## src/rtl/apu_pulse_regif.sv

```systemverilog
// APU pulse-channel register file ($4000-$4007, $4015, $4017) with frame sequencer.
// Define APU_PULSE2_EN to enable the pulse-2 registers and strobes.
module apu_pulse_regif #(
  parameter int unsigned CLKS_PER_STEP = 7457
) (
  input  logic       cpu_clk,
  input  logic       rstn,
  input  logic       wr_en,
  input  logic [4:0] addr,
  input  logic [7:0] wr_data,
  input  logic       rd_en,
  output logic [7:0] rd_data,
  output logic [7:0] p1_byte0,
  output logic [7:0] p1_byte1,
  output logic [7:0] p1_byte2,
  output logic [7:0] p1_byte3,
  output logic [7:0] p2_byte0,
  output logic [7:0] p2_byte1,
  output logic [7:0] p2_byte2,
  output logic [7:0] p2_byte3,
  output logic       p1_restart,
  output logic       p2_restart,
  output logic       p1_sweep_reload,
  output logic       p2_sweep_reload,
  output logic [1:0] ch_enable,
  output logic       stepSel,
  output logic       enableIntr,
  output logic       clk_qframe,
  output logic       clk_hframe,
  output logic       frame_irq
);

`ifdef APU_PULSE2_EN
  localparam logic P2_EN = 1'b1;
`else
  localparam logic P2_EN = 1'b0;
`endif

  localparam logic [15:0] DIV_LAST = 16'(CLKS_PER_STEP - 32'd1);

  logic [3:0][7:0] p1_q, p1_d, p2_q, p2_d;
  logic            p1_restart_q, p1_restart_d, p2_restart_q, p2_restart_d;
  logic            p1_sweep_q, p1_sweep_d, p2_sweep_q, p2_sweep_d;
  logic [1:0]      ch_en_q, ch_en_d;
  logic            step_sel_q, step_sel_d, irq_en_q, irq_en_d;
  logic [15:0]     div_q, div_d;
  logic [2:0]      step_q, step_d, last_step_s;
  logic            qframe_q, qframe_d, hframe_q, hframe_d, irq_q, irq_d;
  logic [7:0]      rd_data_q, rd_data_d;
  logic            wr_p1_s, wr_p2_s, wr_15_s, wr_17_s, rd_15_s, wrap_s, irq_set_s;

  // Register decode, byte/control register updates, strobes and read mux.
  always_comb begin
    wr_p1_s    = wr_en && (addr[4:2] == 3'b000);
    wr_p2_s    = P2_EN && wr_en && (addr[4:2] == 3'b001);
    wr_15_s    = wr_en && (addr == 5'h15);
    wr_17_s    = wr_en && (addr == 5'h17);
    rd_15_s    = rd_en && (addr == 5'h15);
    p1_d       = p1_q;
    p2_d       = p2_q;
    ch_en_d    = ch_en_q;
    step_sel_d = step_sel_q;
    irq_en_d   = irq_en_q;
    rd_data_d  = rd_data_q;
    if (wr_p1_s) begin
      p1_d[addr[1:0]] = wr_data;
    end else begin
      p1_d = p1_q;
    end
    if (wr_p2_s) begin
      p2_d[addr[1:0]] = wr_data;
    end else begin
      p2_d = p2_q;
    end
    p1_restart_d = wr_p1_s && (addr[1:0] == 2'd3);
    p1_sweep_d   = wr_p1_s && (addr[1:0] == 2'd1);
    p2_restart_d = wr_p2_s && (addr[1:0] == 2'd3);
    p2_sweep_d   = wr_p2_s && (addr[1:0] == 2'd1);
    if (wr_15_s) begin
      ch_en_d = {wr_data[1] & P2_EN, wr_data[0]};
    end else begin
      ch_en_d = ch_en_q;
    end
    if (wr_17_s) begin
      step_sel_d = wr_data[7];
      irq_en_d   = ~wr_data[6];
    end else begin
      step_sel_d = step_sel_q;
      irq_en_d   = irq_en_q;
    end
    if (rd_en) begin
      if (rd_15_s) begin
        rd_data_d = {1'b0, irq_q, 4'b0000, ch_en_q};
      end else begin
        rd_data_d = 8'h00;
      end
    end else begin
      rd_data_d = rd_data_q;
    end
  end

  // Frame divider, step counter, tick generation and IRQ flag.
  always_comb begin
    wrap_s      = (div_q == DIV_LAST);
    last_step_s = step_sel_q ? 3'd5 : 3'd4;
    div_d       = div_q + 16'd1;
    step_d      = step_q;
    qframe_d    = 1'b0;
    hframe_d    = 1'b0;
    irq_set_s   = 1'b0;
    // A $4017 write restarts the sequence and overrides a coincident wrap.
    if (wr_17_s) begin
      div_d    = 16'd0;
      step_d   = 3'd0;
      qframe_d = wr_data[7];
      hframe_d = wr_data[7];
    end else if (wrap_s) begin
      div_d  = 16'd0;
      step_d = (step_q == last_step_s) ? 3'd1 : (step_q + 3'd1);
      case (step_d)
        3'd1, 3'd3: qframe_d = 1'b1;
        3'd2, 3'd5: begin
          qframe_d = 1'b1;
          hframe_d = 1'b1;
        end
        3'd4: begin
          if (!step_sel_q) begin
            qframe_d  = 1'b1;
            hframe_d  = 1'b1;
            irq_set_s = irq_en_q;
          end else begin
            qframe_d = 1'b0;
            hframe_d = 1'b0;
          end
        end
        default: begin
          qframe_d = 1'b0;
          hframe_d = 1'b0;
        end
      endcase
    end else begin
      div_d  = div_q + 16'd1;
      step_d = step_q;
    end
    if (irq_set_s) begin
      irq_d = 1'b1;
    end else if (rd_15_s || (wr_17_s && wr_data[6])) begin
      irq_d = 1'b0;
    end else begin
      irq_d = irq_q;
    end
  end

  // State registers with asynchronous active-low reset.
  always_ff @(posedge cpu_clk or negedge rstn) begin
    if (!rstn) begin
      p1_q         <= '0;
      p2_q         <= '0;
      p1_restart_q <= 1'b0;
      p2_restart_q <= 1'b0;
      p1_sweep_q   <= 1'b0;
      p2_sweep_q   <= 1'b0;
      ch_en_q      <= 2'b00;
      step_sel_q   <= 1'b0;
      irq_en_q     <= 1'b1;
      div_q        <= 16'd0;
      step_q       <= 3'd0;
      qframe_q     <= 1'b0;
      hframe_q     <= 1'b0;
      irq_q        <= 1'b0;
      rd_data_q    <= 8'h00;
    end else begin
      p1_q         <= p1_d;
      p2_q         <= p2_d;
      p1_restart_q <= p1_restart_d;
      p2_restart_q <= p2_restart_d;
      p1_sweep_q   <= p1_sweep_d;
      p2_sweep_q   <= p2_sweep_d;
      ch_en_q      <= ch_en_d;
      step_sel_q   <= step_sel_d;
      irq_en_q     <= irq_en_d;
      div_q        <= div_d;
      step_q       <= step_d;
      qframe_q     <= qframe_d;
      hframe_q     <= hframe_d;
      irq_q        <= irq_d;
      rd_data_q    <= rd_data_d;
    end
  end

  assign p1_byte0        = p1_q[0];
  assign p1_byte1        = p1_q[1];
  assign p1_byte2        = p1_q[2];
  assign p1_byte3        = p1_q[3];
  assign p2_byte0        = p2_q[0];
  assign p2_byte1        = p2_q[1];
  assign p2_byte2        = p2_q[2];
  assign p2_byte3        = p2_q[3];
  assign p1_restart      = p1_restart_q;
  assign p2_restart      = p2_restart_q;
  assign p1_sweep_reload = p1_sweep_q;
  assign p2_sweep_reload = p2_sweep_q;
  assign ch_enable       = ch_en_q;
  assign stepSel         = step_sel_q;
  assign enableIntr      = irq_en_q;
  assign clk_qframe      = qframe_q;
  assign clk_hframe      = hframe_q;
  assign frame_irq       = irq_q;
  assign rd_data         = rd_data_q;

endmodule

```

## config.mk

```make
export PLATFORM = sky130hd
export DESIGN_NAME = apu_pulse_regif
export DESIGN_NICKNAME = d
export VERILOG_FILES = /design/src/rtl/apu_pulse_regif.sv
export SDC_FILE = /design/constraint.sdc
export NUM_CORES = 1
export LEC_CHECK = 0
export BUFFER_PORTS_ARGS = -buffer_cell sky130_fd_sc_hd__buf_2
export CAP_MARGIN = 0
export CORE_MARGIN = 4
export CORE_UTILIZATION = 30
export CTS_CLUSTER_DIAMETER = 60
export DETAILED_ROUTE_END_ITERATION = 16
export GPL_TIMING_DRIVEN = 0
export PLACE_DENSITY = 0.54
export SKIP_CTS_REPAIR_TIMING = 1
export SYNTH_ARGS = -nofsm -noshare
export SYNTH_HDL_FRONTEND = slang
export SYNTH_SLANG_ARGS = --single-unit
```

## constraint.sdc

```tcl
create_clock -name cpu_clk -period 2.49 [get_ports cpu_clk]
set_clock_uncertainty 0.05 [all_clocks]
set_input_delay 0.1245 -clock cpu_clk [delete_from_list [all_inputs] [get_ports cpu_clk]]
set_output_delay 0.1245 -clock cpu_clk [all_outputs]
set_load 0.02 [all_outputs]
```

# == After elaboration in Yosys (flattened, before gate mapping) ==
# Cells that the tools add are included.
# word_totals
ff_bits,67
elab_cells,68
out_inout_bits,83
in_bits,17
# op_classes
add_sub_neg,2
reduce_logical,14
n_bitwise,1
n_mux,23
eq_ne,11
magnitude_cmp,2
# ops
op,n
bitwise mux 32 bit,1
2-to-1 mux 16 bit,2
"adder 16 x 1 -> 16 bit, second input constant",1
demux 8 bit (select 2 bit),1
"== test 16 x 13 -> 1 bit, second input constant",1
2-to-1 mux 1 bit,12
"== test 5 bit, second input constant",2
2-to-1 mux 3 bit,3
logical AND 1 bit,8
2-to-1 mux 8 bit,1
2-to-1 mux 7 bit,1
"== test 3 x 2 -> 1 bit, second input constant",2
"== test 3 bit, second input constant",2
case mux 1 bit (2 select lines),2
nonzero test 2 bit,2
OR reduction 4 bit,1
"adder 3 x 1 -> 3 bit, second input constant",1
"== test 3 x 1 -> 1 bit, second input constant",1
== test 3 bit,1
zero test 3 bit,1
"< comparator 2 x 3 -> 1 bit, second input constant",1
"== test 2 x 1 -> 1 bit, second input constant",1
"== test 2 bit, second input constant",1
">= comparator 2 x 1 -> 1 bit, second input constant",1
3 further kinds,3

# == Depth between registers and ports, before layout ==
# Gate-level depths: netlist of run 1.
# depth
word_depth,8
mapped_depth,8
depth_no_buf,6

# == Worst setup path after synthesis of run 1 ==
# OpenSTA, ideal clock, no wires.
# synth_timing
path_type,reg-to-reg
from,reg div_q[0]
to,reg div_q[12]
setup_ns,0.119
synth_period_minus_slack_ns,2.077
path_buffers,2
t_required_ns,2.321
t_arrival_ns,1.909
path_stages_with_launch,9
slack_ns,0.413
path_cell_list,dfrtp_1 > inv_1 > ha_1 > or4b_4 > nor4_4 > or2_0 > buf_4 > buf_6 > nor2_1
# synth_via
elab_chain_cells,3
word_cells_on_any_way,4
classes_between,add/sub (1); eq/ne (1); mux (2)
# synth_rtl
element,line,text
start: declaration,46,"logic [15:0] div_q, div_d;"
start signal: assignment,182,div_q <= div_d;
adder 16 x 1 -> 16 bit or == test 16 x 13 -> 1 bit (tied branches),"142, 104",
2-to-1 mux 16 bit *,117,end else if (wrap_s) begin
2-to-1 mux 16 bit *,112,if (wr_17_s) begin
via div_d[12],46,
# The timed path passes the listed nets; every way through them passes the cells marked *.
# A chain may end at the register's enable or synchronous reset.

# == Worst setup path in the final report of run 1 ==
# layout_timing
from,reg div_q[9]
to,reg div_q[2]
# layout_via
elab_chain_cells,3
# layout_rtl
element,line,text
== test 16 x 13 -> 1 bit,104,wrap_s = (div_q == DIV_LAST);
2-to-1 mux 16 bit,117,
2-to-1 mux 16 bit,112,
via div_d[2],46,
# The timed path passes the listed nets, and every way through them passes these cells.

==> results of run 1 <==
==> area by class of cell <==
class / count / area [µm²] / area share (%)
Buffer: 48 / 346.6 / 8.799
Clock buffer: 13 / 178.9 / 4.543
Clock inverter: 3 / 65.06 / 1.652
Inverter: 9 / 33.78 / 0.8577
Multi-Input combinational cell: 192 / 1257 / 31.93
Sequential cell: 61 / 1528 / 38.79
Tap cell: 133 / 166.4 / 4.225
Timing Repair Buffer: 65 / 362.8 / 9.212
==> kinds of logic (layout without fill, tap and decap cells) <==
kind of cell    Yosys count  in the layout  share of synthesized area [%]
compound gates           17             17                          3.735
fa+ha+maj                 3              3                          1.245
xor+xnor                 15             15                          4.357
mux                      33             33                          12.32
simple gates             83             83                          14.94
other cells               1             41                         0.1244
flops                    61             61                          50.66
buf+inv                  57            138                          12.61
==> flip-flops by register name, summed over array words and instances (netlist names) <==
| name | flops |
|---|---|
| div_q | 16 |
| p1_byte0 | 8 |
| p1_byte1 | 8 |
| p1_byte2 | 8 |
| p1_byte3 | 8 |
| step_q | 3 |
| rd_data | 2 |
| ch_enable | 1 |
| clk_hframe | 1 |
| clk_qframe | 1 |
| enableIntr | 1 |
| frame_irq | 1 |
| p1_restart | 1 |
| p1_sweep_reload | 1 |
| stepSel | 1 |
==> stage by stage <==
step           worst slack [ns]  hold WS, ns  cells
2_1_floorplan            0.4126      -0.2211    310
4_1_cts                  0.1157     -0.03236    517
3_5_place_dp             0.1422       0.3353    501
6_report                 0.2236      0.04120    524
3_3_place_gp             0.1491       0.3249    501
5_1_grt                 0.06744    0.0007862    524
==> synthesized netlist by cell type, drive strengths merged (3+ instances only) <==
| cell type | n |
|---|---|
| clkbuf | 4 |
| inv | 9 |
| nor2 | 26 |
| nand4 | 3 |
| xnor2 | 13 |
| buf | 44 |
| nand3 | 9 |
| o21ai | 6 |
| dfrtp | 60 |
| mux2 | 33 |
| nor3 | 4 |
| nand2 | 17 |
| ha | 3 |
| nor4 | 7 |
==> power by group through the flow <==
stage / clock, µW / sequential (µW) / combinational [µW]
2_1_floorplan: 0 / 1470 / 424
3_3_place_gp: 0 / 1340 / 782
3_5_place_dp: 0 / 1350 / 793
4_1_cts: 1080 / 1330 / 796
5_1_grt: 1140 / 1360 / 874
6_report: 1040 / 1330 / 798
==> worst paths after layout <==
check / start / to / cells past startpoint
min reg2reg: enableIntr / enableIntr / 2
max reg2reg: div_q[9] / div_q[2] / 6
max in group asynchronous: rstn / div_q[0] / 2
min in group asynchronous: rstn / p1_byte3[2] / 2
max: div_q[9] / div_q[2] / 6
min: wr_data[3] / p1_byte2[3] / 2
==> cells in the final DEF (no fill, tap or decap), types with 4 or more instances in the layout <==
cell type / netlist / layout
o21ai_0: 6 / 6
buf_2: 1 / 58
inv_1: 9 / 9
xnor2_1: 13 / 13
nand3_1: 9 / 9
clkbuf_8: 0 / 13
nor2_1: 25 / 25
clkbuf_1: 4 / 4
buf_4: 42 / 43
dfrtp_1: 60 / 60
nand2_1: 17 / 17
dlygate4sd3_1: 0 / 7
nor4_1: 6 / 6
mux2_2: 33 / 33
conb_1: 1 / 41
==> routing by layer <==
metal  routed length [µm]  global-route usage (%)  up-vias
met5                    0                       0        -
met4                   76                   4.058        0
met3                  307                   3.701        5
met2                 2976                   18.12       54
met1                 2876                   13.85      996
li1                     -                       -     1071
==> out/results.ini, run 1 <==
[clock_tree]
clockRootBuffer=clkbuf_8
path_clk_slew_ns=0.07
numCtsBuffers=9
clk_latency_ns=0.33
clk_path_buf_depth=2
cts_sinks=61
htree_levels=3
cts_tree=done

[place]
dpl-instance-area_um2=3622
port_buffers=58
place_hpwl_um=4467
gp_congestion=0.7500

[grt]
grt_antenna_before_repair=0
grt_max_degree=62
gr-total-overflow=0
grt_pass1_vias=2028
grt_pass1_wl_um=10160
grtUsageTotal_pct=11.16

[route]
drtAntennaViolNets=0
drt-total-wl_um=6236
drtPass1Iterations=4
via_count=2126
drcViolationCount=0
via_per_inst=4.057
drtIter0Drc=70
wl_per_cell_um=11.90

[die]
ioPinCount=100
rows=36
fp.coreArea_um2=9774
dieArea_um2=11720
start_util_pct=30.85
fp.dieH_um=108.3
die_x_um=108.3

[worst_setup_path]
slowest_delay_ns=0.59
cp-start-kind=flip-flop
worstPathRequired_ns=2.66
regToRegSetupSlack_ns=0.22
end_kind=flip-flop
critical_path.slowest_cell=or4_1
critPathKind=reg -> reg
cpLargestDelayFamily=simple AND/OR/NAND/NOR gates
path_cells=or4_1 -> nor4_4 -> or2_0 -> buf_4 -> buf_6 -> nor2_1
cp_max_fo=10
worstPathArrival_ns=2.43
path_buf_inv=2

[job]
maxCapViolations=0

[logic_synthesis]
ys_seq_area_share_pct=50.66
synth_edf_count=0
synth_ff_type=dfrtp_1
synthCells=270
syn_area_um2=3015
ys_ff_latch=61
synth_top_cell_by_area=dfrtp_1
synthArstFlopShare_pct=100.0
synth.top_cell.area_share_pct=49.79
syn_area_per_cell_um2=11.17
yosysWarnings=0
ys_types=45
netlist_top_cells_area=dfrtp_1 50%, mux2_2 12%, buf_4 10%

[sta]
final_hold_viol_count=0
period_minus_slack_ns=2.266
rsz0062_at_grt=no
finalSetupTns_ns=0
finalMaxSlewViolations=0
max_freq_mhz=441.2
finalSetupViolCount=0
post-route-period-util_pct=91.02
tightest_slew_ns=0.7835
relSlewSlack_pct=47.76

[status]
status=finished, final reports clean

[power]
sequentialPowerShare_pct=42.0
combPwrFrac_pct=25.2
p_total_uw=3169
clkPwrFrac_pct=32.8
vdd_drop_max_v=0.0003700
switching_share_pct=30.81
p_sw_uw=976.4
power_density_nw_per_um2=804.6
p_leak_uw=0.001997
power.internal_uw=2193

[final_layout]
n_antenna_cell=0
area.growth.synth_to_final_pct=30.62
n_fill_cell=959
drive_above_1_share_pct=40.66
nets=406
final_area_um2=3939
utilization_pct=40.30

[min_path]
worst_hold_path_type=in -> reg

Note: power is estimated with default switching activity, not from simulation.
==> inputs of run 2 (changes only) <==
--- a/config.mk
+++ b/config.mk
@@ -7,12 +7,14 @@
 export LEC_CHECK = 0
 export BUFFER_PORTS_ARGS = -buffer_cell sky130_fd_sc_hd__buf_2
 export CAP_MARGIN = 0
+export CELL_PAD_IN_SITES_DETAIL_PLACEMENT = 0
+export CELL_PAD_IN_SITES_GLOBAL_PLACEMENT = 2
 export CORE_MARGIN = 4
 export CORE_UTILIZATION = 30
 export CTS_CLUSTER_DIAMETER = 60
 export DETAILED_ROUTE_END_ITERATION = 16
 export GPL_TIMING_DRIVEN = 0
-export PLACE_DENSITY = 0.54
+export PLACE_DENSITY = 0.79
 export SKIP_CTS_REPAIR_TIMING = 1
 export SYNTH_ARGS = -nofsm -noshare
 export SYNTH_HDL_FRONTEND = slang
==> run 2 against run 1 <==
Sequential share of layout area up 0.42 points. Register-to-register slack improved by 0.04 ns. First-iteration DRC count is 33% lower. Die area unchanged. Global-route usage rose by 0.42 points. Final cell count fell by 0.57%. Sequential cell count stayed put. Critical path depth did not move. Design area is 1.1% lower. Utilization shrank 0.44 points. Critical path type unchanged.
==> out/results.ini, run 2 (same netlist as run 1, synthesis figures left out) <==
[final_layout]
top_register=div_q
n_fill_cell=989  ; +3.1%
multi_input_area_um2=1257  ; unchanged
layout_common_cells=60 x dfrtp_1, 58 x buf_2, 43 x buf_4
ff_latch_area_um2=1528  ; unchanged
drive_above_1_share_pct=40.98  ; +0.31 points
layout_commonest_cell=dfrtp_1
largest_reg_flops=16  ; unchanged
nets=403  ; -0.74%
utilization_pct=39.86  ; -0.44 points
n_antenna_cell=0  ; unchanged
final_area_um2=3896  ; -1.1%
area.growth.synth_to_final_pct=29.21

[power]
power_density_nw_per_um2=805.8  ; +0.15%
p_leak_uw=0.001972  ; -1.2%
vdd_drop_max_v=0.0002701  ; -27%

[die]
fp.dieH_um=108.3  ; unchanged
die_x_um=108.3  ; unchanged
ioPinCount=100  ; unchanged
start_util_pct=30.85  ; unchanged
fp.coreArea_um2=9774  ; unchanged
rows=36  ; unchanged
dieArea_um2=11720  ; unchanged

[worst_setup_path]
worstPathArrival_ns=2.41  ; -0.02 ns
cp_max_fo=10  ; unchanged
critical_path.slowest_cell=or4_1
critPathKind=reg -> reg
path_buf_inv=2  ; unchanged
end_kind=flip-flop
cpLargestDelayFamily=simple AND/OR/NAND/NOR gates
cp-start-kind=flip-flop
worstPathRequired_ns=2.67  ; about the same
slowest_delay_ns=0.58  ; about the same
path_cells=or4_1 -> nor4_4 -> or2_0 -> buf_4 -> buf_6 -> nor2_1

[grt]
grt_max_degree=62  ; unchanged
grt_pass1_vias=2144  ; +5.7%
gr-total-overflow=0  ; unchanged
grtUsageTotal_pct=11.58  ; +0.42 points
grt_antenna_before_repair=0  ; unchanged
grt_pass1_wl_um=10580  ; +4.1%

[status]
status=finished, final reports clean

[sta]
rsz0062_at_grt=no
finalSetupViolCount=0  ; unchanged
period_minus_slack_ns=2.229  ; -0.03768 ns
finalSetupTns_ns=0  ; unchanged
final_hold_viol_count=0  ; unchanged
tightest_slew_ns=0.7746  ; -0.008956 ns
finalMaxSlewViolations=0  ; unchanged
max_freq_mhz=448.7  ; +1.7%
relSlewSlack_pct=48.36  ; +0.60 points
post-route-period-util_pct=89.51  ; -1.5 points

[route]
via_per_inst=4.180  ; +3.0%
drtPass1Iterations=4  ; unchanged
drt-total-wl_um=6339  ; +1.7%
drtAntennaViolNets=0  ; unchanged
via_count=2178  ; +2.4%
drtIter0Drc=47  ; -33%
wl_per_cell_um=12.17  ; +2.2%
drcViolationCount=0  ; unchanged

[clock_tree]
clk_latency_ns=0.34  ; about the same
clk_path_buf_depth=2  ; unchanged
numCtsBuffers=9  ; unchanged
path_clk_slew_ns=0.07  ; about the same
cts_sinks=61  ; unchanged
htree_levels=3  ; unchanged
clockRootBuffer=clkbuf_8
cts_tree=done

[job]
maxCapViolations=0  ; unchanged

[place]
place_hpwl_um=4657  ; +4.3%
dpl-instance-area_um2=3622  ; unchanged
gp_congestion=0.7595  ; +1.3%
port_buffers=58  ; unchanged

[min_path]
worst_hold_path_type=in -> reg

-- run 2: per-layer routing --
| metal | track usage [%] | vias up | part of all wire (%) |
|---|---|---|---|
| met5 | 0 | - | 0 |
| met4 | 4.058 | 0 | 1.2 |
| met3 | 3.761 | 5 | 5.8 |
| met2 | 18.56 | 59 | 49 |
| met1 | 14.68 | 1047 | 44 |
| li1 | - | 1067 | - |
-- run 2: stage by stage --
| step | setup slack (ns) | cells | hold slack, ns | total power [µW] |
|---|---|---|---|---|
| 2_1_floorplan | 0.4126 | 310 | -0.2211 | 1890 |
| 3_3_place_gp | 0.1264 | 501 | 0.3271 | 2131 |
| 3_5_place_dp | 0.1488 | 501 | 0.3399 | 2149 |
| 4_1_cts | 0.1278 | 517 | -0.03733 | 3186 |
| 5_1_grt | 0.09095 | 521 | 0.001951 | 3337 |
| 6_report | 0.2613 | 521 | 0.01355 | 3140 |
-- run 2: worst paths after layout --
path,from,endpoint,slack (ns),depth (start not counted)
setup / recovery,div_q[9],div_q[14],0.26,6
hold / removal,wr_data[1],p1_byte1[1],0.01,2
setup reg to reg,div_q[9],div_q[14],0.26,6
hold reg to reg,p1_byte2[7],p1_byte2[7],0.45,1
max in group asynchronous,rstn,p1_byte2[0],1.52,2
min in group asynchronous,rstn,p1_restart,0.35,2
-- run 2: power breakdown --
group | internal, µW | switching (µW) | total [µW]
sequential | 1180 | 149 | 1330
combinational | 335 | 462 | 797
clock | 599 | 413 | 1010
-- run 2: cell type report --
cell class / count / share of cell area (%)
plain buffers: 48 / 8.895
clock buffers: 10 / 3.532
clock inverters: 6 / 2.408
inverters: 9 / 0.8671
multi-input cells: 192 / 32.27
flip-flops and latches: 61 / 39.21
well taps: 133 / 4.271
repair buffers: 62 / 8.542
-- run 2: worst reg2reg max path: cells and delay by family, from the launching register on --
| kind | cells | cell delay (ns) |
|---|---|---|
| and+or+nand+nor | 4 | 1.36 |
| DFF | 1 | 0.41 |
| buffers and inverters | 2 | 0.30 |
==> inputs of run 3 (changes only) <==
--- a/config.mk
+++ b/config.mk
@@ -5,16 +5,17 @@
 export SDC_FILE = /design/constraint.sdc
 export NUM_CORES = 1
 export LEC_CHECK = 0
+export ABC_AREA = 1
 export BUFFER_PORTS_ARGS = -buffer_cell sky130_fd_sc_hd__buf_2
 export CAP_MARGIN = 0
 export CELL_PAD_IN_SITES_DETAIL_PLACEMENT = 0
 export CELL_PAD_IN_SITES_GLOBAL_PLACEMENT = 2
 export CORE_MARGIN = 4
-export CORE_UTILIZATION = 30
+export CORE_UTILIZATION = 28
 export CTS_CLUSTER_DIAMETER = 60
 export DETAILED_ROUTE_END_ITERATION = 16
 export GPL_TIMING_DRIVEN = 0
-export PLACE_DENSITY = 0.79
+export PLACE_DENSITY = 0.8
 export SKIP_CTS_REPAIR_TIMING = 1
 export SYNTH_ARGS = -nofsm -noshare
 export SYNTH_HDL_FRONTEND = slang
==> run 3 against run 2 <==
The flow now finishes with violations (hold timing). Sequential power about the same. Clock-buffer cell count stayed put. Synthesized cell count up 35%. Via count rose by 15%. Fmax grew 36%. Critical endpoint is now div_q[2].
==> out/results.ini, run 3 <==
[place]
place_hpwl_um=5736  ; +23%
dp_cells=598  ; +19%
port_buffers=58  ; unchanged
gp_congestion=0.8287  ; +9.1%

[logic_synthesis]
synth_compound_area_share_pct=7.322  ; +3.6 points
synth_top_family_by_area=simple AND/OR/NAND/NOR gates
synth_common_cells=84 x nand2_1, 60 x dfrtp_1, 47 x inv_1
synth_top_cell_by_area=dfrtp_1
synth-simple-area-share_pct=22.58  ; +7.6 points
syn_area_um2=3042  ; +0.87%
synthCells=364  ; +35%
yosysWarnings=0  ; unchanged
synth_edf_count=0  ; unchanged
ys_types=21  ; -53%
ys_seq_area_share_pct=50.23  ; -0.44 points
synth_ff_type=dfrtp_1
synth_mux_area_share_pct=0  ; -12 points
synthXorXnorAreaFrac_pct=0.8638  ; -3.5 points
synth.top_cell.area_share_pct=49.36  ; -0.43 points
netlist_top_cells_area=dfrtp_1 49%, buf_4 10%, nand2_1 10%
yosysMostFrequentCell=nand2_1
ys_ff_latch=61  ; unchanged
syn_area_per_cell_um2=8.356  ; -25%
synthArstFlopShare_pct=100.0  ; unchanged
synthAdderAreaFrac_pct=1.234  ; -0.011 points

[die]
dieArea_um2=12590  ; +7.5%
fp.coreArea_um2=10460  ; +7.0%
rows=37  ; +2.8%
fp.dieH_um=112.2  ; +3.7%
die_x_um=112.2  ; +3.7%
ioPinCount=100  ; unchanged
start_util_pct=29.07  ; -1.8 points

[grt]
grt_max_degree=62  ; unchanged
grt_antenna_before_repair=0  ; unchanged
grtUsageTotal_pct=12.53  ; +0.95 points
grt_pass1_vias=2481  ; +16%
gr-total-overflow=0  ; unchanged
grt_pass1_wl_um=12610  ; +19%

[clock_tree]
clk_latency_ns=0.34  ; about the same
clk_path_buf_depth=2  ; unchanged
clockRootBuffer=clkbuf_8
htree_levels=3  ; unchanged
cts_tree=done
cts_sinks=61  ; unchanged
path_clk_slew_ns=0.08  ; about the same
numCtsBuffers=9  ; unchanged

[worst_setup_path]
crit_top_cell=nand2_1
rr_worst_depth=7  ; +1
cpLargestDelayFamily=simple AND/OR/NAND/NOR gates
slowest_delay_ns=0.43  ; -0.15 ns
end_kind=flip-flop
r2r_start=div_q[0]
r2r_end=div_q[2]
path_cells=inv_1 -> ha_1 -> nand4_1 -> nor2_1 -> nand2_1 -> nand2_1 -> nor3_1
worstPathArrival_ns=1.82  ; -0.59 ns
critical_path.slowest_cell=dfrtp_1
worstPathRequired_ns=2.66  ; about the same
regToRegSetupSlack_ns=0.85  ; +0.59 ns
cp-start-kind=flip-flop
crit_start=div_q[0]
path_buf_inv=1  ; -1
critPathKind=reg -> reg
crit_cells=7  ; +1
cp_max_fo=8  ; -2
endpoint=div_q[2]

[sta]
post-route-period-util_pct=66.01  ; -24 points
tightest_slew_ns=0.7984  ; +0.02385 ns
whs_ns=-0.002599  ; -0.01615 ns
final_hold_viol_count=1  ; +1
finalMaxSlewViolations=0  ; unchanged
finalSetupTns_ns=0  ; unchanged
relSlewSlack_pct=46.77  ; -1.6 points
max_freq_mhz=608.4  ; +36%
rsz0062_at_grt=no
finalSetupViolCount=0  ; unchanged
period_minus_slack_ns=1.644  ; -0.5852 ns

[route]
wl_per_cell_um=12.41  ; +2.0%
drtAntennaViolNets=0  ; unchanged
drt-total-wl_um=7643  ; +21%
via_count=2511  ; +15%
drtIter0Drc=79  ; +68%
drcViolationCount=0  ; unchanged
drtPass1Iterations=4  ; unchanged
via_per_inst=4.076  ; -2.5%

[power]
p_leak_uw=0.002164  ; +9.7%
vdd_drop_max_v=0.0003282  ; +21%
power_density_nw_per_um2=765.3  ; -5.0%

[min_path]
worst_hold_path_type=in -> reg

[final_layout]
nets=495  ; +23%
top_register=div_q
layout.cells.non_filler=616  ; +18%
n_antenna_cell=0  ; unchanged
layout_commonest_cell=nand2_1
layout_common_cells=84 x nand2_1, 60 x dfrtp_1, 57 x buf_2
drive_above_1_share_pct=25.62  ; -15 points
utilization_pct=36.89  ; -3.0 points
area.growth.synth_to_final_pct=26.90
largest_reg_flops=16  ; unchanged

[job]
maxCapViolations=0  ; unchanged

[status]
failed_checks=hold timing
status=complete, but fails checks

## run 3: cell count changes after synthesis, moves of 2 or more
| cell | before | now |
|---|---|---|
| buf_6 | 1 | 4 |
| clkbuf_1 | 4 | 0 |
| inv_1 | 9 | 47 |
| mux2_2 | 33 | 0 |
| nand2_1 | 17 | 84 |
| nand3_1 | 9 | 22 |
| nand4_1 | 3 | 7 |
| nand4b_1 | 2 | 0 |
| nor2_1 | 25 | 32 |
| nor2b_1 | 2 | 0 |
| nor3_1 | 3 | 12 |
| nor4_1 | 6 | 0 |
| o21ai_0 | 6 | 38 |
| xnor2_1 | 13 | 0 |
## run 3: worst min-delay path by stage
stage	start	endpoint	slack (ns)	depth (start not counted)
detailed placement	rstn	div_q[8]	0.22	1
global placement	rd_en	rd_data[6]	0.35	2
global route	wr_data[7]	clk_hframe	0.01	3
finish	wr_data[6]	enableIntr	-0.003	3
floorplan	rstn	ch_enable[0]	-0.22	0
CTS	rstn	stepSel	-0.15	1
## run 3: cell type report
| cell class | instances | area (µm²) |
|---|---|---|
| plain buffers | 46 | 360.3 |
| clock buffers | 10 | 137.6 |
| clock inverters | 6 | 47.55 |
| fillers | 1141 | 6603 |
| inverters | 47 | 176.4 |
| multi-input cells | 250 | 1127 |
| flip-flops and latches | 61 | 1528 |
| well taps | 136 | 170.2 |
| repair buffers | 60 | 312.8 |
## run 3: report_power, final
part           switching [µW]  total, µW  internal [µW]
clock network             443        836            393
registers                 137       1320           1190
logic                     518        794            275
total                    1100       2950           1860
## run 3: cells by family after synthesis
kind of cell | count (synthesis)
AND/OR/NAND/NOR | 160
XOR/XNOR | 3
flip-flops | 61
adder cells (fa/ha/maj) | 3
buffers and inverters | 93
AO/OA/AOI/OAI | 43
other | 1
## run 3: through the flow
step	hold WS (ns)	cell area, µm²	worst slack (ns)	total power [µW]
5_1_grt	0.01056	3860	0.6035	3161
6_report	-0.002599	3860	0.8465	2954
2_1_floorplan	-0.2211	3192	1.166	1880
3_5_place_dp	0.2216	3655	0.7976	2138
4_1_cts	-0.1534	3840	0.7903	2979
3_3_place_gp	0.3464	3652	0.7928	2134
## run 3: worst reg2reg max path, delay by kind of cell, from the launching register on
| kind | cells | cell delay, ns |
|---|---|---|
| fa+ha+maj | 1 | 0.17 |
| flops | 1 | 0.43 |
| buf+inv | 1 | 0.08 |
| simple gates | 5 | 0.82 |
## run 3: routing by layer
| metal | share of wire, % | global-route usage [%] |
|---|---|---|
| met3 | 6.9 | 4.528 |
| met5 | 0 | 0 |
| met1 | 46 | 15.81 |
| met4 | 0.92 | 4.087 |
| met2 | 46 | 20.02 |
